### src/rtl/demux_1x2_buffered.sv
// Registered 1-to-2 demultiplexer: each accepted word is steered by ctrl into one
// of two independent circular-buffer FIFOs, so a stalled consumer never blocks the other.

module demux_1x2_fifo #(
    parameter int WIDTH = 8,
    parameter int DEPTH = 2,
    parameter int CW    = $clog2(DEPTH + 1)
) (
    input  logic             clk,
    input  logic             reset,
    input  logic             push,
    input  logic [WIDTH-1:0] wr_data,
    input  logic             pop_req,
    output logic [WIDTH-1:0] rd_data,
    output logic             valid,
    output logic             full,
    output logic [CW-1:0]    count
);
    localparam int PW = $clog2(DEPTH);

    logic [WIDTH-1:0] mem_q [DEPTH];
    logic [WIDTH-1:0] mem_d [DEPTH];
    logic [PW-1:0]    wr_ptr_q, wr_ptr_d;
    logic [PW-1:0]    rd_ptr_q, rd_ptr_d;
    logic [CW-1:0]    count_q, count_d;
    logic             pop;

    // Explicit wrap so DEPTH need not be a power of two.
    function automatic logic [PW-1:0] next_ptr(input logic [PW-1:0] ptr);
        return (ptr == PW'(DEPTH - 1)) ? '0 : ptr + 1'b1;
    endfunction

    always_comb begin
        mem_d    = mem_q;
        wr_ptr_d = wr_ptr_q;
        rd_ptr_d = rd_ptr_q;
        count_d  = count_q;
        pop      = pop_req && (count_q != '0);
        if (push) begin
            mem_d[wr_ptr_q] = wr_data;
            wr_ptr_d        = next_ptr(wr_ptr_q);
        end
        if (pop) begin
            rd_ptr_d = next_ptr(rd_ptr_q);
        end
        case ({push, pop})
            2'b10:   count_d = count_q + 1'b1;
            2'b01:   count_d = count_q - 1'b1;
            default: count_d = count_q;
        endcase
    end

    always_ff @(posedge clk) begin
        if (reset) begin
            mem_q    <= '{default: '0};
            wr_ptr_q <= '0;
            rd_ptr_q <= '0;
            count_q  <= '0;
        end else begin
            mem_q    <= mem_d;
            wr_ptr_q <= wr_ptr_d;
            rd_ptr_q <= rd_ptr_d;
            count_q  <= count_d;
        end
    end

    assign valid   = (count_q != '0);
    assign full    = (count_q == CW'(DEPTH));
    assign count   = count_q;
    assign rd_data = valid ? mem_q[rd_ptr_q] : '0;
endmodule

module demux_1x2_buffered #(
    parameter int WIDTH = 8,
    parameter int DEPTH = 2
) (
    input  logic                         clk,
    input  logic                         reset,
    input  logic [WIDTH-1:0]             in_data,
    input  logic                         ctrl,
    input  logic                         in_valid,
    output logic                         in_ready,
    output logic [WIDTH-1:0]             out_0,
    output logic                         out_0_valid,
    input  logic                         out_0_ready,
    output logic [WIDTH-1:0]             out_1,
    output logic                         out_1_valid,
    input  logic                         out_1_ready,
    output logic [$clog2(DEPTH+1)-1:0]   count_0,
    output logic [$clog2(DEPTH+1)-1:0]   count_1
);
    localparam int CW = $clog2(DEPTH + 1);

    logic full_0, full_1;
    logic push_0, push_1;

    // Readiness follows the selected FIFO only; a full FIFO refuses even with a pop pending.
    always_comb begin
        in_ready = !reset && !(ctrl ? full_1 : full_0);
        push_0   = in_valid && in_ready && !ctrl;
        push_1   = in_valid && in_ready && ctrl;
    end

    demux_1x2_fifo #(.WIDTH(WIDTH), .DEPTH(DEPTH), .CW(CW)) u_fifo_0 (
        .clk     (clk),
        .reset   (reset),
        .push    (push_0),
        .wr_data (in_data),
        .pop_req (out_0_ready),
        .rd_data (out_0),
        .valid   (out_0_valid),
        .full    (full_0),
        .count   (count_0)
    );

    demux_1x2_fifo #(.WIDTH(WIDTH), .DEPTH(DEPTH), .CW(CW)) u_fifo_1 (
        .clk     (clk),
        .reset   (reset),
        .push    (push_1),
        .wr_data (in_data),
        .pop_req (out_1_ready),
        .rd_data (out_1),
        .valid   (out_1_valid),
        .full    (full_1),
        .count   (count_1)
    );
endmodule

### config.mk
export PLATFORM = sky130hd
export DESIGN_NAME = demux_1x2_buffered
export DESIGN_NICKNAME = d
export VERILOG_FILES = /design/src/rtl/demux_1x2_buffered.sv
export SDC_FILE = /design/constraint.sdc
export NUM_CORES = 1
export LEC_CHECK = 0
export CAP_MARGIN = 20
export CORE_UTILIZATION = 45
export DETAILED_ROUTE_END_ITERATION = 8
export DONT_BUFFER_PORTS = 1
export GPL_ROUTABILITY_DRIVEN = 1
export SYNTH_ARGS = -nofsm -noshare
export SYNTH_HDL_FRONTEND = slang
export SYNTH_HIERARCHICAL = 1
export SYNTH_SLANG_ARGS = --single-unit
### constraint.sdc
create_clock -name clk -period 3.2 [get_ports clk]
set_clock_uncertainty 0.05 [all_clocks]
set_input_delay 0.96 -clock clk [delete_from_list [all_inputs] [get_ports clk]]
set_output_delay 0.96 -clock clk [all_outputs]
set_load 0.02 [all_outputs]
==> key figures, run 1 <==
Synth
  – Synth Net Count: 243
  – Mapped cell area: between 0.0015 and 0.002 mm2
  – Synth Register Bits: 40
  – Ys Warns: 6
  – Main synth FF type: dfxtp_1
  – Synth top area cells: dfxtp_1 (45%), nand2_1 (11%), a21oi_1 (10%), mux2i_1 (9.0%), nor2_1 (4.7%)
  – Synth top cells by count: nand2_1 (52), dfxtp_1 (40), a21oi_1 (36)
  – Syn Inst Count: approximately 230
  – Post-synth cell types: 20
  – Syn_area_per_cell: just under 8 um2
  – Register area share after synthesis: 0.451
  – Most common cell in the netlist: nand2_1
  – Top-area cell type share of the netlist area: 0.451
  – Async SR Flop Fraction: 0
  – Post-synth top area cell: dfxtp_1
  – EDFF count, synth: 0

Power and ir drop
  – Sw Pwr: roughly 0.32 mW
  – Peak supply drop: between 0.2 and 0.3 mV
  – Sequential power share: 0.540
  – Internal power: approximately 0.76 mW
  – PnR Total Power: 1.07 mW
  – Logic gate share of total power: 0.147
  – Pwr Density: 569 mW/mm2
  – Switching part of the total power: 0.296
  – Leak: between 0.6 and 0.7 nW
  – Clock Power Share: 0.313

Clock tree
  – CTS tree: done
  – Hold_buf cts: 0
  – H-tree Lvls: 2
  – Sink Count: 40
  – CTS Buf Count: 5
  – Clock root buffer: clkbuf_8
  – Post-CTS setup buffer count: 0
  – Clk Latency, worst-skew pair: between 0.2 and 0.3 ns
  – CTS Buffer Depth: 2
  – CTS resizes: 0
  – CTS clk-pin slew, worst paths: around 0.070 ns

Min path
  – Hold Crit Class: reg2reg
  – Worst Min Path Start: u_fifo_1/mem_q[8]$_SDFFE_PP0P_
  – Hold Path Depth: 2
  – WHS Endpoint: u_fifo_1/mem_q[8]$_SDFFE_PP0P_

Worst setup path
  – Crit path launch type: register
  – RR Startpoint: u_fifo_1/count[0]$_SDFFE_PP0P_
  – Reg2reg setup slack: between 1 and 1.5 ns
  – Worst Setup End Kind: output port
  – Data required, critical path: 2.19 ns
  – Worst Path Arrival: about 1.6 ns
  – Crit Path Category: reg2out
  – FF-to-FF End: u_fifo_1/count[1]$_SDFFE_PP0P_
  – Maximum fanout along the worst path: 9
  – R2r worst-path depth: 7

Global routing
  – Global-route wire length before repair: approximately 6500 um
  – Vias in the first global route: approximately 1,400
  – Largest net degree at the start of global routing: 43
  – Gr ovfl total: 0
  – Gr usage total: 0.212
  – Initial antenna violation count: 0

Route
  – DR DRC count: 0
  – Final ANT Viol Nets: 0
  – Routed vias/inst: around 5.4
  – TritonRoute pass-1 iters: 4
  – DR WL/cell: roughly 14 um
  – DRT iter0 DRCs: between 70 and 80
  – Final wirelength: slightly below 4000 um
  – Vias: 1,461

Place
  – Pre-CTS setup slack: about 0.7 ns
  – Post-DP HPWL: 2790 um
  – Final GP Congestion: between 0.7 and 0.8
  – PortBufs: 0
  – Post-DP Area: approximately 0.0018 mm2

Floorplan
  – Core Area: around 0.0037 mm2
  – # IOs: 37
  – Row count: 22
  – Die area: between 0.004 and 0.005 mm2
  – Die Y: 64.8 um
  – Initial Util: 0.477
  – Die width: approximately 65 um

Finish
  – Area growth syn-to-layout: 6.49%
  – Final Instance Area: between 0.0015 and 0.002 mm2
  – Share of layout cells above drive strength 1: 0.0580
  – Number of diodes: 0
  – Final Net Count: 239

Timing
  – Slew headroom: 0.547
  – Worst setup margin: roughly 0.63 ns
  – Setup TNS: 0 ns
  – Fmax: 389 MHz
  – Final Cycle Share: 0.804
  – WHS: around 0.40 ns
  – Fin crit period: about 2.6 ns
  – RSZ-0062 raised after global routing: false
  – Worst slew pin tran: ~0.68 ns
  – Fin. Hold Viols: 0
  – Final setup vio count: 0
  – Fin. max-slew vios: 0

Flow run
  – Max-Cap Viols: 0

Run status
  – Status: finished, final reports clean
[how the worst max path moves through the flow]
stage | to | start | cells past startpoint | slack (ns)
2_1_floorplan | in_ready | ctrl | 1 | 0.66
3_3_place_gp | u_fifo_1/count[1]$_SDFFE_PP0P_ | reset | 7 | 0.78
3_5_place_dp | u_fifo_1/count[1]$_SDFFE_PP0P_ | reset | 7 | 0.71
4_1_cts | out_1[2] | u_fifo_1/count[0]$_SDFFE_PP0P_ | 2 | 0.59
5_1_grt | out_1[2] | u_fifo_1/count[0]$_SDFFE_PP0P_ | 2 | 0.45
6_report | out_1[2] | u_fifo_1/count[0]$_SDFFE_PP0P_ | 2 | 0.63
[power groups by stage]
stage          combinational (mW)  sequential [mW]  clock [mW]
3_5_place_dp                0.159            0.592           0
6_report                    0.158            0.580       0.337
2_1_floorplan               0.159            0.562           0
3_3_place_gp                0.152            0.591           0
4_1_cts                     0.160            0.581       0.352
5_1_grt                     0.176            0.586       0.379
[critical path, stage by stage (launching register included)]
cell     delay, ns
dfxtp_1       0.43
nor2_1        0.57
nor2_1        0.27
[sequential cells by signal (all words and copies together) (netlist names)]
signal	flops
u_fifo_0/rd_ptr_q	1
u_fifo_1/rd_ptr_q	1
u_fifo_0/count	2
u_fifo_0/wr_ptr_q	1
u_fifo_1/count	2
u_fifo_1/mem_q	16
u_fifo_1/wr_ptr_q	1
u_fifo_0/mem_q	16
[metal layers]
| metal | routed length, um | global-route usage | vias to the layer above | part of all wire |
|---|---|---|---|---|
| met5 | 0 | 0 | - | 0 |
| met3 | 243 | 0.0739 | 4 | 0.062 |
| met2 | 2110 | 0.368 | 30 | 0.54 |
| met1 | 1550 | 0.234 | 687 | 0.39 |
| met4 | 32 | 0.0833 | 0 | 0.0081 |
| li1 | - | - | 740 | - |
[logic make-up (layout without fill, tap and decap cells)]
logic type / Yosys count / count (layout) / share of synthesized area
flip-flops: 40 / 40 / 0.451
buffers and inverters: 20 / 17 / 0.0465
adder cells (fa/ha/maj): 2 / 2 / 0.0141
multiplexers: 16 / 16 / 0.0903
AND/OR/NAND/NOR: 102 / 102 / 0.251
AO/OA/AOI/OAI: 41 / 41 / 0.117
XOR/XNOR: 6 / 6 / 0.0296
[layout make-up]
| type | count | area [um2] |
|---|---|---|
| fillers | 359 | 1830 |
| multi-input cells | 167 | 891 |
| flip-flops and latches | 40 | 801 |
| clock buffers | 6 | 82.6 |
| well taps | 48 | 60.1 |
| repair buffers | 3 | 22.5 |
| inverters | 6 | 22.5 |
| clock inverters | 2 | 10.0 |
[metrics by stage]
step                      instances  utilization
after floorplan                 227            -
after global placement          264        0.484
after detailed placement        264        0.484
after CTS                       272        0.508
after global routing            272        0.508
final                           272        0.508
[cells in the final DEF, fill, tap and decap left out, types with 2 or more instances in the layout]
cell,n
nand2_1,52
dfxtp_1,40
a21oi_1,36
nor2_1,22
mux2i_1,16
nand3_1,16
clkbuf_8,6
inv_1,6
nor2b_1,5
o21ai_0,4
xor2_1,4
buf_4,3
clkinv_2,2
nand2b_1,2
xnor2_1,2
or3_1,2
ha_1,2
Note: power is estimated with default switching activity, not from simulation.
==> run 2: changes to the inputs <==
==> constraint.sdc (replaced) <==
create_clock -name clk -period 2.6 [get_ports clk]
set_clock_uncertainty 0.05 [all_clocks]
set_input_delay 0.78 -clock clk [delete_from_list [all_inputs] [get_ports clk]]
set_output_delay 0.78 -clock clk [all_outputs]
set_load 0.02 [all_outputs]
==> key figures, run 2 (synthesis results as in run 1) <==
Run status
  – Status: finished, final reports clean

Timing
  – Fin. Hold Viols: 0
  – Fmax: approximately 430 MHz
  – RSZ-0062 raised after global routing: false
  – Slew headroom: 0.613
  – Setup TNS: 0 ns
  – Final setup vio count: 0
  – Worst slew pin tran: roughly 0.58 ns
  – Fin crit period: between 2 and 2.5 ns
  – Fin. max-slew vios: 0
  – Final Cycle Share: 0.899

Global routing
  – Vias in the first global route: around 1,400
  – Global-route wire length before repair: roughly 6200 um
  – GR Util met2: 0.323
  – Gr ovfl total: 0
  – Met1 Use GR: 0.234
  – GR met3 Demand/Resource: 0.0511
  – Largest net degree at the start of global routing: 43
  – Gr usage total: 0.196
  – Initial antenna violation count: 0
  – GRT Max-Usage Layer: met2

Place
  – Post-DP Area: about 0.0018 mm2
  – Post-DP HPWL: ~2700 um
  – PortBufs: 0
  – Final GP Congestion: ~0.8

Worst setup path
  – CP peak stage delay: ~0.56 ns
  – R2r worst-path depth: 6
  – Top cell by count, worst path: nor2_1
  – Critical path's top delay family: flip-flops
  – Maximum fanout along the worst path: 7
  – Reg2reg setup slack: around 0.60 ns
  – RR Startpoint: u_fifo_0/count[0]$_SDFFE_PP0P_
  – Crit Path Category: reg2out
  – FF-to-FF End: u_fifo_0/mem_q[8]$_SDFFE_PP0P_
  – Worst Setup End Kind: output port
  – Crit-path cells: nor2_1 > buf_4 > nor2_1
  – Crit-path slowest cell: dfxtp_1
  – Crit path buf inv count: 1
  – Worst Path Arrival: between 1.5 and 2 ns
  – Crit path launch type: register
  – Data required, critical path: approximately 1.8 ns

Clock tree
  – CTS tree: done
  – H-tree Lvls: 2
  – CTS resizes: 0
  – CTS clk-pin slew, worst paths: 0.07 ns
  – Hold_buf cts: 0
  – Clock root buffer: clkbuf_8
  – Clk Latency, worst-skew pair: 0.29 ns
  – Post-CTS setup buffer count: 0
  – CTS Buf Count: 5
  – Sink Count: 40
  – CTS Buffer Depth: 2

Finish
  – Area growth syn-to-layout: 6.77%
  – Final Instance Area: roughly 0.0019 mm2
  – Commonest non-fill, non-tap cell in the layout: nand2_1
  – Final core utilization: 0.510
  – Commonest non-fill, non-tap cells in the layout: nand2_1 (52), dfxtp_1 (40), a21oi_1 (36)
  – FILL cells: 370
  – Final Net Count: 240
  – Number of diodes: 0
  – Footprint of the multi-input gates: 891 um2
  – FF+latch area: around 800 um2
  – Share of layout cells above drive strength 1: 0.0533
  – Biggest registers after layout: u_fifo_0/mem_q x16, u_fifo_1/mem_q x16

Route
  – DR DRC count: 0
  – DRT iter0 DRCs: between 60 and 70
  – Final ANT Viol Nets: 0
  – Final wirelength: roughly 3800 um
  – Vias: between 1,000 and 1,500
  – TritonRoute pass-1 iters: 4
  – Routed vias/inst: 5.33
  – DR WL/cell: ~14 um

Floorplan
  – # IOs: 37
  – Initial Util: 0.477
  – Die area: approximately 0.0042 mm2
  – Core Area: approximately 0.0037 mm2
  – Die width: around 65 um
  – Row count: 22
  – Die Y: ~65 um

Power and ir drop
  – Leak: approximately 0.62 nW
  – Pwr Density: 704 mW/mm2
  – PnR Total Power: 1.33 mW
  – Peak supply drop: 0.303 mV

Flow run
  – Max-Cap Viols: 0

Min path
  – Worst Min Path Start: u_fifo_0/mem_q[1]$_SDFFE_PP0P_
  – Hold Crit Class: reg2reg
  – WHS Endpoint: u_fifo_0/mem_q[1]$_SDFFE_PP0P_
  – Hold Path Depth: 2
run 2: power by group:
group          leakage (nW)  switching (mW)  internal [mW]  total (mW)
clock network        0.0455           0.203          0.216       0.419
registers             0.324          0.0705          0.643       0.714
logic                 0.252           0.118         0.0821       0.200
run 2: per-stage QoR:
stage	cells	setup slack [ns]	hold WS, ns
6_report	273	0.262	0.398
5_1_grt	273	0.152	0.417
3_3_place_gp	265	0.480	0.388
4_1_cts	273	0.241	0.400
3_5_place_dp	265	0.437	0.390
2_1_floorplan	227	0.321	0.386
run 2: worst register-to-register path: cells and delay by family, from the launching register on:
kind	cells	cell delay, ns
flip-flops	1	0.55
AO/OA/AOI/OAI	1	0.13
buffers and inverters	1	0.21
AND/OR/NAND/NOR	4	1.00
run 2: worst max path at each step:
stage / start / to / cells past startpoint
3_5_place_dp: reset / u_fifo_0/mem_q[8]$_SDFFE_PP0P_ / 6
6_report: u_fifo_1/count[0]$_SDFFE_PP0P_ / out_1[2] / 3
3_3_place_gp: reset / u_fifo_0/count[1]$_SDFFE_PP0P_ / 6
5_1_grt: u_fifo_1/count[0]$_SDFFE_PP0P_ / out_1[0] / 3
2_1_floorplan: reset / u_fifo_0/count[1]$_SDFFE_PP0P_ / 7
4_1_cts: u_fifo_0/count[0]$_SDFFE_PP0P_ / out_0[5] / 2
run 2: layer usage:
layer,vias up,part of all wire
li1,742,-
met3,7,0.050
met1,675,0.46
met5,-,0
met2,30,0.47
met4,0,0.020
run 2: final cells by class:
class / instances / share of cell area
Clock buffer: 8 / 0.0476
Inverter: 6 / 0.0119
Multi-Input combinational cell: 167 / 0.470
Sequential cell: 40 / 0.423
Tap cell: 48 / 0.0317
Timing Repair Buffer: 4 / 0.0159
==> run 3: changes to the inputs <==
--- a/config.mk
+++ b/config.mk
@@ -5,11 +5,12 @@
 export SDC_FILE = /design/constraint.sdc
 export NUM_CORES = 1
 export LEC_CHECK = 0
-export CAP_MARGIN = 20
+export CAP_MARGIN = 40
 export CORE_UTILIZATION = 45
 export DETAILED_ROUTE_END_ITERATION = 8
 export DONT_BUFFER_PORTS = 1
 export GPL_ROUTABILITY_DRIVEN = 1
+export SLEW_MARGIN = 20
 export SYNTH_ARGS = -nofsm -noshare
 export SYNTH_HDL_FRONTEND = slang
 export SYNTH_HIERARCHICAL = 1
==> results of run 3 <==
No change in the layout: final DEF, timing and power equal those of run 2.
